===== config.mk =====
export PLATFORM = sky130hd
export DESIGN_NAME = inst_ram_loader
export DESIGN_NICKNAME = d
export VERILOG_FILES = /design/src/rtl/inst_ram_loader.sv
export SDC_FILE = /design/constraint.sdc
export NUM_CORES = 1
export LEC_CHECK = 0
export CAP_MARGIN = 20
export CORE_MARGIN = 4
export CORE_UTILIZATION = 43
export DETAILED_ROUTE_END_ITERATION = 16
export SYNTH_ARGS = -nofsm -noshare
export SYNTH_HDL_FRONTEND = slang
export SYNTH_SLANG_ARGS = --single-unit

===== constraint.sdc =====
create_clock -name clk -period 5.45 [get_ports clk]
set_input_delay 1.09 -clock clk [delete_from_list [all_inputs] [get_ports clk]]
set_output_delay 1.09 -clock clk [all_outputs]
set_load 0.02 [all_outputs]

===== src/rtl/inst_ram_loader.sv =====
// rtl/inst_ram_loader.sv - writable instruction RAM loaded from a big-endian byte stream with XOR checksum
module inst_ram_loader #(
  parameter int AW = 5
) (
  input  logic          clk,
  input  logic          rst_n,
  input  logic          start,
  input  logic [AW:0]   load_len,
  input  logic          byte_valid,
  input  logic [7:0]    byte_data,
  output logic          byte_ready,
  output logic          busy,
  output logic          load_ok,
  output logic          load_err,
  input  logic [31:0]   addr,
  output logic [31:0]   Inst
);

  typedef enum logic [1:0] {IDLE, LOAD, CHECK} state_t;

  state_t      state;
  logic [AW:0] len;
  logic [AW:0] ptr;
  logic [1:0]  bcnt;
  logic [23:0] asm_word;
  logic [7:0]  acc;
  logic [31:0] mem [0:(1<<AW)-1];

  logic        bad_len;
  logic        wr_en;
  logic [31:0] wr_data;
  logic        unused_addr;

  // Legal lengths are 1..2^AW; anything with the top bit set plus lower bits is too long.
  assign bad_len    = (load_len == '0) || (load_len[AW] && (load_len[AW-1:0] != '0));
  assign byte_ready = (state != IDLE);
  assign busy       = (state != IDLE);
  assign wr_en      = (state == LOAD) && byte_valid && (bcnt == 2'd3);
  assign wr_data    = {asm_word, byte_data};

  always_ff @(posedge clk or negedge rst_n) begin
    if (!rst_n) begin
      state    <= IDLE;
      len      <= '0;
      ptr      <= '0;
      bcnt     <= '0;
      asm_word <= '0;
      acc      <= '0;
      load_ok  <= 1'b0;
      load_err <= 1'b0;
    end else begin
      case (state)
        IDLE: begin
          if (start) begin
            if (bad_len) begin
              load_ok  <= 1'b0;
              load_err <= 1'b1;
            end else begin
              len      <= load_len;
              ptr      <= '0;
              bcnt     <= '0;
              acc      <= '0;
              load_ok  <= 1'b0;
              load_err <= 1'b0;
              state    <= LOAD;
            end
          end
        end
        LOAD: begin
          if (byte_valid) begin
            acc      <= acc ^ byte_data;
            bcnt     <= bcnt + 2'd1;
            asm_word <= {asm_word[15:0], byte_data};
            if (bcnt == 2'd3) begin
              ptr <= ptr + {{AW{1'b0}}, 1'b1};
              if (ptr == len - {{AW{1'b0}}, 1'b1})
                state <= CHECK;
            end
          end
        end
        CHECK: begin
          if (byte_valid) begin
            state <= IDLE;
            if (byte_data == acc)
              load_ok <= 1'b1;
            else
              load_err <= 1'b1;
          end
        end
        default: state <= IDLE;
      endcase
    end
  end

  // No reset on the array so previously loaded words survive a mid-load reset.
  always_ff @(posedge clk) begin
    if (wr_en)
      mem[ptr[AW-1:0]] <= wr_data;
  end

  assign Inst        = mem[addr[AW+1:2]];
  assign unused_addr = ^{addr[31:AW+2], addr[1:0]};

endmodule


==> results.py <==
metrics = {
    "drt": {
        "viasPerCell": 5.75,
        "met3WireLength_um": 6910,
        "wl_met1_um": 42800,
        "drtIter0Drc": 2168,
        "via_count": 20000,
        "drc_errors": 0,
        "wl_met2_um": 47500,
        "wirelength_um": 99000,
        "top_layer_used": "met4",
        "drt-wirelength-per-cell_um": 28.4,
        "drt_pre_antenna_iters": 5,
        "ant_nets": 0,
    },
    "layout": {
        "fin_util": 0.507,
        "final_cell_mix": "1024 x edfxtp_1, 256 x mux4_2, 128 x nand2_1",
        "fin_nets": 2187,
        "final_common_cell": "edfxtp_1",
        "finalInstanceArea_um2": 48400,
        "drive_gt1_frac": 0.276,
        "area_delta_synth_final_pct": 16.1,
        "insertedDiodeCount": 0,
        "fin_cells": 3486,
    },
    "setup_path": {
        "r2r_end": "mem[31][20]$_DFFE_PP_",
        "cp-endpoint": "Inst[5]",
        "worst-setup-path-type": "primary input to output port",
        "worstSetupEndpointType": "output port",
        "required_ps": 4360,
        "ff2ff_path_depth": 5,
        "start_kind": "primary input",
        "crit_fanout": 27,
        "reg2reg_slack_ps": 2270,
        "timing.rr.start": "state[0]$_DFFE_PN0P_",
        "cp-startpoint": "addr[3]",
        "arrival_ps": 3760,
    },
    "place": {
        "dp_cells": 3284,
        "hpwl_um": 54800,
        "place.gp.congestion": 0.749,
        "numPortBuffers": 58,
        "placed_cell_area_um2": 44800,
    },
    "min_path": {
        "hp-start": "len[5]$_DFFE_PN0P_",
        "hold_class": "flop to flop",
        "whs_path_depth": 2,
    },
    "global_route": {
        "grt_max_degree": 53,
        "grt_pass1_wl_um": 143000,
        "overflow": 0,
        "antenna_found_initial": 0,
        "grt_usage": 0.193,
        "grt_pass1_vias": 20600,
    },
    "clock_tree": {
        "cts_hold_buf": 0,
        "cts_tree": "yes",
        "path_clk_slew_ps": 60,
        "cts_buffer_depth": 3,
        "insertion_delay_ps": 660,
        "cts_resized": 0,
        "cts.sinks": 1074,
        "postCtsSetupRepairBufs": 0,
        "ctsHtreeMaxLevel": 3,
        "cts_made_buffers": 109,
        "cts-root-buf": "clkbuf_16",
    },
    "floorplan": {
        "start_util": 0.436,
        "die_area_um2": 102000,
        "core_um2": 95600,
        "rows": 113,
        "dieWidth_um": 319,
        "io-pin-count": 86,
        "die_y_um": 319,
    },
    "flow_run": {
        "cap_violations": 0,
    },
    "timing": {
        "tns_ps": 0,
        "finalCritPeriodShare": 0.891,
        "clock.fmax_mhz": 206,
        "maxSlewViolCount": 0,
        "tightest_slew_ps": 1060,
        "setup_violations": 0,
        "rsz0062_at_grt": "false",
        "worst_slew_margin_rel": 0.294,
        "post-route-min-period_ps": 4850,
        "hold_viol": 0,
        "skew_ps": 21.9,
    },
    "yosys": {
        "synth_cells": 1980,
        "syn-num-nets": 2036,
        "avgSynthCellArea_um2": 21.1,
        "yosys_warnings": 0,
        "synth_area_um2": 41700,
        "yosysSeqAreaShare": 0.767,
        "synthDistinctLibCells": 40,
        "ys_ff_latch": 1074,
    },
    "power_and_ir_drop": {
        "p_total_mw": 19.7,
        "power_density_nw_per_um2": 406,
        "peakVddDrop_uv": 242,
        "power_leakage_nw": 15.6,
    },
    "status": {
        "outcome": "finished clean",
    },
}
==> synthesized netlist by cell type (all sizes together) <==
cell type,number,share of area
edfxtp,1024,0.74
mux4,256,0.14
nand2,129,0.012
nor2,83,0.0075
mux2i,65,0.016
mux2,64,0.017
buf,58,0.0078
a21oi,56,0.0067
clkbuf,51,0.0046
dfrtp,50,0.030
o21ai,40,0.0049
a211oi,33,0.0059
xnor2,15,0.0031
inv,7,0.00063
ha,6,0.0018
nand3,6,0.00072
nand4,4,0.00060
xor2,4,0.00084
a31oi,3,0.00045
nand3b,3,0.00054
nor2b,3,0.00045
or3,3,0.00045
and3,2,0.00030
nor3,2,0.00024
or3b,2,0.00042
or4,2,0.00036
a2111oi,1,0.00021
and2,1,0.00015
and3b,1,0.00021
and4,1,0.00021
nand2b,1,0.00015
nor4,1,0.00015
o22a,1,0.00021
o2bb2ai,1,0.00021
o31ai,1,0.00018
==> metrics by stage <==
stage	hold slack (ps)	setup WS (ps)
after global placement	476	532
after CTS	490	510
after global routing	503	384
after detailed placement	481	519
final	487	595
after floorplan	458	1630
==> layout make-up <==
class	instances	area, um^2
Fill cell	7642	47100
Tap cell	1265	1580
Multi-Input combinational cell	790	9410
Timing Repair Buffer	149	1790
Inverter	7	26.3
Sequential cell	1074	32000
Clock buffer	148	3040
Clock inverter	53	591
==> how the worst min path moves through the flow <==
stage | endpoint | slack [ps]
after global routing | acc[3]$_DFFE_PN0P_ | 500
final | len[5]$_DFFE_PN0P_ | 490
after global placement | acc[2]$_DFFE_PN0P_ | 480
after detailed placement | len[5]$_DFFE_PN0P_ | 480
after CTS | acc[5]$_DFFE_PN0P_ | 490
after floorplan | len[5]$_DFFE_PN0P_ | 460
==> metal layers <==
metal  GRT usage  vias up
met3      0.0376      121
met4      0.0404        0
li1            -     8438
met2       0.306      713
met5           0        -
met1       0.283    10800
==> power by group <==
part / leakage (nW) / total [mW] / internal [mW] / switching, mW
clock: 1.78 / 7.52 / 4.46 / 3.06
sequential: 9.89 / 10.7 / 9.99 / 0.708
combinational: 3.93 / 1.44 / 0.606 / 0.838
==> logic make-up (layout without fill, tap and decap cells) <==
logic type / after synthesis / in the layout / synth area share
flops: 1074 / 1074 / 0.767
mux: 385 / 385 / 0.171
buf+inv: 116 / 357 / 0.0130
xor+xnor: 19 / 19 / 0.00399
compound gates: 136 / 136 / 0.0188
simple gates: 244 / 244 / 0.0240
fa+ha+maj: 6 / 6 / 0.00180
==> flip-flops by register name, indices dropped and copies added (netlist names) <==
signal and cells:
len 6, ptr 6, acc 8, load_ok 1, mem 1024, load_err 1, bcnt 2, asm_word 24
state 2
==> worst max-delay path, stage by stage <==
cell and delay [ps]:
buf_8 330, buf_4 380, mux4_2 540, mux2_2 270, a211oi_1 360, a21oi_1 150
clkdlybuf4s50_1 620
(Power assumes the default switching activity.)
